## src/rtl/change_dispenser.sv

```systemverilog
// change_dispenser: greedy coin payout sequencer driving nickel/dime/quarter eject solenoids
//  clk        in   system clock, rising edge
//  clr        in   asynchronous active-low reset
//  start      in   one-cycle payout request, ignored while busy
//  change_in  in   change to pay in cents (multiple of 5, <= MAX_CHANGE)
//  N/D/Qtr    out  one-coin eject pulses (5c/10c/25c), PULSE_W cycles high, GAP_W cycles apart
//  busy       out  payout in progress (SELECT through DONE/ERR)
//  done/err   out  one-cycle completion / rejection pulses
//  remaining  out  cents still owed
//  Define DISP_LOW_COIN_EN to add nickel_empty/dime_empty/qtr_empty tube sensor inputs.
module change_dispenser #(
  parameter int MAX_CHANGE = 35,
  parameter int PULSE_W = 4,
  parameter int GAP_W = 2
) (
  input  logic       clk,
  input  logic       clr,
  input  logic       start,
  input  logic [5:0] change_in,
`ifdef DISP_LOW_COIN_EN
  input  logic       nickel_empty,
  input  logic       dime_empty,
  input  logic       qtr_empty,
`endif
  output logic       N,
  output logic       D,
  output logic       Qtr,
  output logic       busy,
  output logic       done,
  output logic       err,
  output logic [5:0] remaining
);
  typedef enum logic [2:0] {S_IDLE, S_SELECT, S_PULSE, S_GAP, S_DONE, S_ERR} state_t;
  state_t     state;
  logic [7:0] cnt;
  logic [5:0] coin_val;
  logic       q_ok, d_ok, n_ok, pick_q, pick_d, pick_n, bad_req;
`ifdef DISP_LOW_COIN_EN
  assign q_ok = !qtr_empty;
  assign d_ok = !dime_empty;
  assign n_ok = !nickel_empty;
`else
  assign q_ok = 1'b1;
  assign d_ok = 1'b1;
  assign n_ok = 1'b1;
`endif
  // remaining is always a nonzero multiple of 5 here, so a nickel always fits
  assign pick_q  = remaining >= 6'd25 && q_ok;
  assign pick_d  = !pick_q && remaining >= 6'd10 && d_ok;
  assign pick_n  = !pick_q && !pick_d && n_ok;
  assign bad_req = (change_in % 6'd5) != 6'd0 || change_in > 6'(MAX_CHANGE);
  always_ff @(posedge clk or negedge clr)
    if (!clr) begin
      state     <= S_IDLE;
      {N, D, Qtr, busy, done, err} <= '0;
      remaining <= '0;
      cnt       <= '0;
      coin_val  <= '0;
    end else begin
      done <= 1'b0;
      err  <= 1'b0;
      case (state)
        S_IDLE:
          if (start) begin
            busy <= 1'b1;
            if (change_in == 6'd0) begin
              remaining <= '0;
              done      <= 1'b1;
              state     <= S_DONE;
            end else if (bad_req) begin
              err   <= 1'b1;
              state <= S_ERR;
            end else begin
              remaining <= change_in;
              state     <= S_SELECT;
            end
          end
        S_SELECT:
          if (remaining == 6'd0) begin
            done  <= 1'b1;
            state <= S_DONE;
          end else if (pick_q || pick_d || pick_n) begin
            Qtr      <= pick_q;
            D        <= pick_d;
            N        <= pick_n;
            coin_val <= pick_q ? 6'd25 : pick_d ? 6'd10 : 6'd5;
            cnt      <= 8'(PULSE_W - 1);
            state    <= S_PULSE;
          end else begin
            err   <= 1'b1;
            state <= S_ERR;
          end
        S_PULSE:
          if (cnt == 8'd0) begin
            {N, D, Qtr} <= '0;
            remaining   <= remaining - coin_val;
            cnt         <= 8'(GAP_W - 1);
            state       <= S_GAP;
          end else cnt <= cnt - 8'd1;
        S_GAP:
          if (cnt == 8'd0) state <= S_SELECT;
          else cnt <= cnt - 8'd1;
        default: begin
          busy  <= 1'b0;
          state <= S_IDLE;
        end
      endcase
    end
endmodule

```

## config.mk

```make
export PLATFORM = sky130hd
export DESIGN_NAME = change_dispenser
export DESIGN_NICKNAME = d
export VERILOG_FILES = /design/src/rtl/change_dispenser.sv
export SDC_FILE = /design/constraint.sdc
export NUM_CORES = 1
export LEC_CHECK = 0
export ABC_CLOCK_PERIOD_IN_PS = 6200
export BUFFER_PORTS_ARGS = -buffer_cell sky130_fd_sc_hd__buf_2
export CORE_UTILIZATION = 50
export DETAILED_ROUTE_END_ITERATION = 10
export MAX_ROUTING_LAYER = met4
export PLACE_DENSITY_LB_ADDON = 0.08
export SLEW_MARGIN = 20
export SYNTH_ARGS = -nofsm -noshare
export SYNTH_HDL_FRONTEND = slang
export SYNTH_SLANG_ARGS = --single-unit
```

## constraint.sdc

```tcl
create_clock -name clk -period 6.2 [get_ports clk]
set_clock_uncertainty 0.1 [all_clocks]
set_input_delay 0.62 -clock clk [delete_from_list [all_inputs] [get_ports clk]]
set_output_delay 0.62 -clock clk [all_outputs]
set_load 0.01 [all_outputs]
```

Yosys cells after proc, flatten, opt, wreduce, memory -nomap -nowiden
Cells that the tools add are included.
{"block": "classes", "addsub": 2, "div_mod_pow": 1, "order_cmp": 3, "eq_ne": 10, "mux": 42, "bitwise_logic": 2, "n_reduce_logical": 22}
{"operator": "$mux 8", "count": 4}
{"operator": "$mux 6", "count": 4}
{"operator": "$pmux 8 s3", "count": 1}
{"operator": "$mux 3", "count": 7}
{"operator": "$mux 1", "count": 16}
{"operator": "$logic_not 6->1", "count": 2}
{"operator": "$ne 2x2->1 const B", "count": 6}
{"operator": "$pmux 1 s2", "count": 6}
{"operator": "$pmux 3 s4", "count": 1}
{"operator": "$pmux 6 s2", "count": 1}
{"operator": "$reduce_and 4->1", "count": 3}
{"operator": "$logic_not 8->1", "count": 1}
{"operator": "$sub 8x1->8 const B", "count": 1}
{"operator": "$eq 3x2->1 const B", "count": 2}
{"operator": "$ge 6x4->1 const B", "count": 1}
{"operator": "$ge 6x5->1 const B", "count": 1}
{"operator": "$gt 6x6->1 const B", "count": 1}
{"operator": "$mod 6x3->6 const B", "count": 1}
{"operator": "$reduce_and 3->1", "count": 2}
{"operator": "$reduce_bool 6->1", "count": 1}
{"operator": "$sub 6x6->6", "count": 1}
{"operator": "$mux 5", "count": 1}
{"operator": "$mux 4", "count": 1}
{"operator": "$reduce_bool 2->1", "count": 2}
{"operator": "10 further kinds", "count": 15}
{"block": "word_totals", "ff_bits": 29, "output_inout_bits": 12}

Logic depth before layout (Yosys ltp)
Gate-level depths: netlist of the first run.
{"block": "depth", "depth_word": 9, "depth_mapped": 11, "mapped_depth_nobuf": 11}

Worst setup path after synthesis of the first run
OpenSTA, ideal clock, no wires.
{"block": "synth_path", "path_kind": "input port to flip-flop", "start": "in change_in[3]", "end": "reg remaining[1]", "setup_time_ps": 81, "arrival_time_ps": 3386, "required_time_ps": 6019, "setup_slack_ps": 2633, "path_stages": 11, "cell_sequence": "clkbuf_1 > nor4_1 > a221oi_1 > ha_1 > and3b_1 > a2111oi_4 > o32ai_1 > mux2i_2 > mux2i_2 > mux2_4 > a31oi_2"}
{"block": "synth_between", "elab_chain_len": 5}
{"item": "start: declaration", "line_no": "19", "source": "input logic [5:0] change_in,"}
{"item": "$mod 6x3->6", "line_no": "51", "source": "assign bad_req = (change_in % 6'd5) != 6'd0 || change_in > 6'(MAX_CHANGE);"}
{"item": "$reduce_bool 6->1", "line_no": "51"}
{"item": "$logic_or 1x1->1", "line_no": "51"}
{"item": "$ne 3x3->1 (no source line)"}
{"item": "$reduce_and 4->1 (no source line)"}
{"item": "end signal: assignment", "line_no": "74", "source": "remaining <= change_in;"}
{"item": "end signal: assignment", "line_no": "96", "source": "remaining <= remaining - coin_val;"}
{"item": "end: declaration", "line_no": "31", "source": "output logic [5:0] remaining"}
Several ways; a longest one is shown, not always the timed one. The select of a mux whose other input is x is not followed.
A chain may end at the register's enable or synchronous reset.

Final worst setup path of the first run
{"block": "layout_path", "start": "in change_in[2]", "end": "reg remaining[1]"}
The elaborated chain is that of the path after synthesis.

==> metrics, run 1 <==
num rows 21; worst vdd ir 0.2512 mV; sw frac 44.55%; worst-skew pair later-pin latency 0.32 ns; fraction of layout cells with a size suffix above 1 16.29%; Remaining Overflow, GRT 0; Ys Warns 0; first-pass GRT wire length 6.837 mm; via count 1500; post-placement cell area 1958 um^2; Die X 62.26 um; Mapped Nets 220; LEAKAGE 0.9378 nW; Distinct cells, synth 52; largest net degree at the start of global routing 29; initial core utilization 53.15%; outcome completed; ANT cells 0; P&R area growth vs syn 9.855%; H-tree levels 1; Pint 0.0004854 W; period utilization 59.64%; hold buffer count at cts 0; initial antenna violation count 0; EDFF count, synth 0; pwr dens 438.9 nW/um^2; setup_tns 0 ns; WP data required 6.36 ns; Final Power 0.0008753 W; synth cell count leaders dfrtp_1, nor2_1, inv_1, o21ai_0, nand2_1; Nets 241; DR pass1 iterations 4; RSZ-0062 raised after global routing no; Final setup viols 0; Crit path max-delay family multiplexers; Mapped Area 1815 um^2; Yosys reg bits 28; most numerous cell in the Yosys netlist dfrtp_1; Setup crit start kind input pin; routed wire length 3.825 mm; max incr delay on CP 0.54 ns; Resized cells post-CTS 0; Initial DRC Count 51; Crit Path Max Fanout 10; CTS buffer count 3; dpl hpwl 2.915 mm; Crit. path cell count 12; pre-CTS setup slack 2.188 ns; Top FF cell, synth dfrtp_1; fin crit period 3.698 ns; Tightest Pin Transition 0.6620 ns; relative slew slack 55.87%; Cells after Synth 201; setup ws final 2.502 ns; Max-Cap Viols 0; cells along the critical path buf_2, and2b_4, nor4_1, a221oi_1, ha_1, and3b_1, a2111oi_4, o32ai_1, mux2i_2, mux2i_2, mux2_4, a31oi_2; postcts setup bufs 0; worst hold path class input pin to asynchronous set/reset pin; crit path kind input pin to register; ys async rst share 100.0%; RePlAce Congestion 0.8838; Pins Over Slew Limit 0; DRC 0; core area 3416 um^2; Worst-path clk slew 0.15 ns; Worst Path Buf+Inv 1; final hold violation count 0; Routed Antenna Nets 0; clock tree buffer depth 2; wire per inst 14.33 um; Syn Area/Cell 9.032 um^2; post-synth top area share 38.59%; top post-synthesis cells by area dfrtp_1, ha_1, nor2_1; Die ar. 3876 um^2; vias in the first global route 1485; Comb power frac 51.5%; post-route cell area 1994 um^2; CTS tree built; via/cell ratio 5.618; Fillers 336; cell taking the most area after synthesis dfrtp_1; Worst Setup End Kind register; net switching power 0.0003899 W; Seq/Total Area, Yosys 38.59%; clock network fraction of total power 10.3%; Max Clk Rate 0.2704 GHz; GRT Total Usage 22.60%; Die Height 62.26 um; clk sink count 28; Root Driver clkbuf_4; FF-to-FF path depth 6; arrival time at the worst endpoint 3.86 ns; sequential share of power 38.2%; Port-buffer cells 20; # IOs 21; Slowest-stage cell, CP mux2i_2; most used cell, CP mux2i_2
cells by family after synthesis:
logic type / count (synthesis) / synth area share (%)
XOR/XNOR: 9 / 4.342
multiplexers: 4 / 2.895
AND/OR/NAND/NOR: 80 / 24.26
flip-flops: 28 / 38.59
AO/OA/AOI/OAI: 49 / 18.26
buffers and inverters: 21 / 4.342
adder cells (fa/ha/maj): 10 / 7.305
per-stage QoR:
step | std cells | utilization (%) | hold WS [ns]
final | 267 | 58.39 | 0.1811
after global routing | 267 | 58.39 | 0.2172
after CTS | 267 | 58.39 | 0.2056
after detailed placement | 263 | 57.33 | 0.3696
after global placement | 263 | 57.33 | 0.3666
after floorplan | 201 | - | 0.2244
per-layer routing:
| layer | wire [um] | vias to the layer above | share of wire [%] | global-route usage (%) |
|---|---|---|---|---|
| met1 | 1775 | 727 | 46 | 29.15 |
| li1 | - | 758 | - | - |
| met2 | 1959 | 13 | 51 | 38.46 |
| met4 | 21 | 0 | 0.55 | 5.233 |
| met3 | 68 | 2 | 1.8 | 2.206 |
| met5 | 0 | - | 0 | - |
final cells by class:
class | count | area [um^2] | area share (%)
Clock buffer | 4 | 36.28 | 1.819
Tap cell | 46 | 57.56 | 2.886
Multi-Input combinational cell | 152 | 1036 | 51.94
Sequential cell | 28 | 700.7 | 35.13
Timing Repair Buffer | 20 | 100.1 | 5.019
Inverter | 17 | 63.81 | 3.200
power groups by stage:
stage	combinational (W)	sequential, W	clock [W]
after floorplan	0.000330	0.000329	0
after global placement	0.000440	0.000334	0
after detailed placement	0.000454	0.000339	0
after CTS	0.000457	0.000335	0.0000934
after global routing	0.000517	0.000349	0.0000996
final	0.000451	0.000334	0.0000900
worst paths after layout:
kind	end	start	slack, ns
worst min-delay path	cnt[5]	clr	0.18
max in group asynchronous	err	clr	5.41
worst max-delay path	remaining[1]	change_in[2]	2.50
worst max register to register	remaining[5]	cnt[4]	3.52
min in group clk	coin_val[2]	coin_val[2]	0.40
worst min register to register	coin_val[2]	coin_val[2]	0.40
flip-flops by register name (all words and copies together) (netlist names):
signal / cells
D: 1
done: 1
N: 1
cnt: 8
coin_val: 5
state: 3
remaining: 6
busy: 1
Qtr: 1
err: 1
placed cells by master (no fill, tap or decap), drive strengths merged, types with 3 or more instances in the layout:
| cell | n |
|---|---|
| or2 | 4 |
| a31oi | 5 |
| buf | 20 |
| a21oi | 10 |
| nand3b | 4 |
| nand2b | 4 |
| ha | 9 |
| o211ai | 3 |
| nor4 | 4 |
| xor2 | 7 |
| clkbuf | 4 |
| o21ai | 16 |
| nor2 | 22 |
| inv | 17 |
| nand2 | 14 |
| dfrtp | 28 |
| nor2b | 4 |
| nand3 | 5 |
| mux2i | 3 |
No activity file was read; power rests on OpenSTA's default activity.
==> run 2, diff against run 1 <==
ABC_AREA = 1   (was not set)
ABC_CLOCK_PERIOD_IN_PS = 3200   (was 6200)
clock period = 3.2 ns   (was 6.2 ns; I/O delays follow)
==> metrics, run 2 <==
worst vdd ir 0.5512 mV; most frequent cells in the layout nand2_1, inv_1, dfrtp_1, nor2_1; Mapped Nets 282; Pins Over Slew Limit 0; Final setup viols 0; Nets 308; Root Driver clkbuf_8; cell taking the most area after synthesis dfrtp_1; ANT cells 0; Port-buffer cells 20; EDFF count, synth 0; crit path launch state[1]; Worst Setup End Kind register; Die X 63.90 um; largest net degree at the start of global routing 29; fraction of layout cells with a size suffix above 1 14.58%; final hold violation count 0; FF-to-FF path depth 8; routed wire length 3.848 mm; Most flops, register cnt; worst hold path class input pin to register; crit path kind register to register; Cells after Synth 263; Remaining Overflow, GRT 0; P&R area growth vs syn 12.61%; ys async rst share 100.0%; cells along the critical path inv_1, nor2_1, inv_1, nor2_2, inv_1, a21oi_1, a21oi_1, o21a_1; mux cell area share after synthesis 0%; WP data required 3.28 ns; max incr delay on CP 0.64 ns; Max Clk Rate 0.4394 GHz; RePlAce Congestion 0.8429; DR pass1 iterations 4; RSZ-0062 raised after global routing no; area occupied by multi-input gates 1027 um^2; Top Registers cnt (8), remaining (6), coin_val (5); DRC 0; Die Height 63.90 um; pwr dens 987.9 nW/um^2; reg-to-reg setup timing slack 0.92 ns; arrival time at the worst endpoint 2.36 ns; setup_tns 0 ns; Worst Path Buf+Inv 3; Crit path max-delay family compound AO/OA/AOI/OAI gates; xor/xnor share of the synthesized area 0%; first-pass GRT wire length 6.927 mm; initial core utilization 52.32%; most numerous cell in the Yosys netlist nand2_1; Syn Area/Cell 7.284 um^2; wire per inst 11.45 um; Synth Area in Compound Gates 11.95%; dpl hpwl 3.029 mm; FF-to-FF Start state[1]; Seq/Total Area, Yosys 36.58%; vias in the first global route 1589; Initial DRC Count 78; register area 700.7 um^2; CP Capture Point cnt[7]; Tightest Pin Transition 0.7373 ns; post-synthesis simple-gate area fraction 34.75%; via/cell ratio 5.193; top post-synthesis cells by area dfrtp_1, nand2_1, inv_1; outcome completed; Ys Warns 0; postcts setup bufs 0; post-synth top area share 36.58%; fin crit period 2.276 ns; Distinct cells, synth 27; pre-CTS setup slack 0.7078 ns; Die ar. 4083 um^2; Adder-Cell Fraction of Synth Area 6.924%; Crit. path cell count 8; WHS 0.3054 ns; num rows 22; # IOs 21; relative slew slack 50.85%; GRT Total Usage 22.02%; Setup crit start kind register; worst r2r dst cnt[7]; Fillers 353; CTS buffer count 3; most used cell, CP inv_1; Routed Antenna Nets 0; period utilization 71.11%; synth cell count leaders nand2_1, inv_1, dfrtp_1, nor2_1; worst-skew pair later-pin latency 0.28 ns; largest family of logic cells by synthesized area simple AND/OR/NAND/NOR gates; clk sink count 28; clock tree buffer depth 2; Mapped Area 1916 um^2; number of flip-flops under the largest register name 8; via count 1745; Crit Path Max Fanout 9; setup ws final 0.9243 ns; CTS tree built; commonest non-fill, non-tap cell in the layout nand2_1; LEAKAGE 1.152 nW; Slowest-stage cell, CP a21oi_1; Worst-path clk slew 0.10 ns; Top FF cell, synth dfrtp_1; initial antenna violation count 0; H-tree levels 1; Yosys reg bits 28; core area 3661 um^2; Max-Cap Viols 0
-- run 2: changes by cell type after synthesis, sizes merged, moves of 6 or more --
cell / delta
nand2: +46
inv: +33
xor2: -7
nand4: +6
nand3: +21
-- run 2: worst min path at each step --
stage | from | end | slack [ns] | cells past startpoint
final | start | busy | 0.31 | 4
after global routing | start | busy | 0.35 | 4
after CTS | start | busy | 0.29 | 4
after detailed placement | clr | coin_val[1] | 0.28 | 1
after global placement | clr | remaining[1] | 0.27 | 1
after floorplan | clr | D | -0.08 | 0
-- run 2: stage by stage --
stage | utilization (%) | instances | cell area, um^2 | power (W)
3_3_place_gp | 56.70 | 331 | 2076 | 0.001846
3_5_place_dp | 56.70 | 331 | 2076 | 0.001852
4_1_cts | 58.92 | 336 | 2157 | 0.002140
5_1_grt | 58.92 | 336 | 2157 | 0.002381
6_report | 58.92 | 336 | 2157 | 0.002131
2_1_floorplan | - | 263 | 1916 | 0.001536
-- run 2: final cells by class --
cell class	instances	share of cell area (%)
Clock inverter	1	1.392
Clock buffer	3	1.914
Timing Repair Buffer	21	5.104
Tap cell	48	2.784
Multi-Input combinational cell	185	47.62
Sequential cell	28	32.48
Inverter	50	8.701
-- run 2: worst reg2reg max path, stage by stage (launching register included) --
cell	delay (ns)
dfrtp_1	0.40
inv_1	0.07
nor2_1	0.20
inv_1	0.10
nor2_2	0.27
inv_1	0.19
a21oi_1	0.64
a21oi_1	0.09
o21a_1	0.14
-- run 2: power breakdown --
part	switching (W)	leakage (nW)	total, W	internal, W
Combinational	0.000787	0.765	0.00122	0.000437
Clock	0.000111	0.0357	0.000279	0.000168
Sequential	0.000116	0.352	0.000628	0.000512
-- run 2: repair_timing --
| item | in CTS | in global routing |
|---|---|---|
| resized for setup | 0 | 0 |
| endpoints found under the hold margin | 28 | 0 |
| hold buffers | 1 | 0 |
-- run 2: cell families (layout without fill, tap and decap cells) --
logic type / Yosys count / in the layout
AND/OR/NAND/NOR: 132 / 132
buffers and inverters: 50 / 75
AO/OA/AOI/OAI: 43 / 43
flip-flops: 28 / 28
adder cells (fa/ha/maj): 10 / 10
-- run 2: routing by layer --
| layer | wire length (um) | global-route usage (%) | vias up |
|---|---|---|---|
| met3 | 131 | 3.214 | 5 |
| met4 | 15 | 3.125 | 0 |
| met1 | 1994 | 30.63 | 796 |
| met2 | 1706 | 34.84 | 35 |
| met5 | 0 | - | - |
| li1 | - | - | 909 |
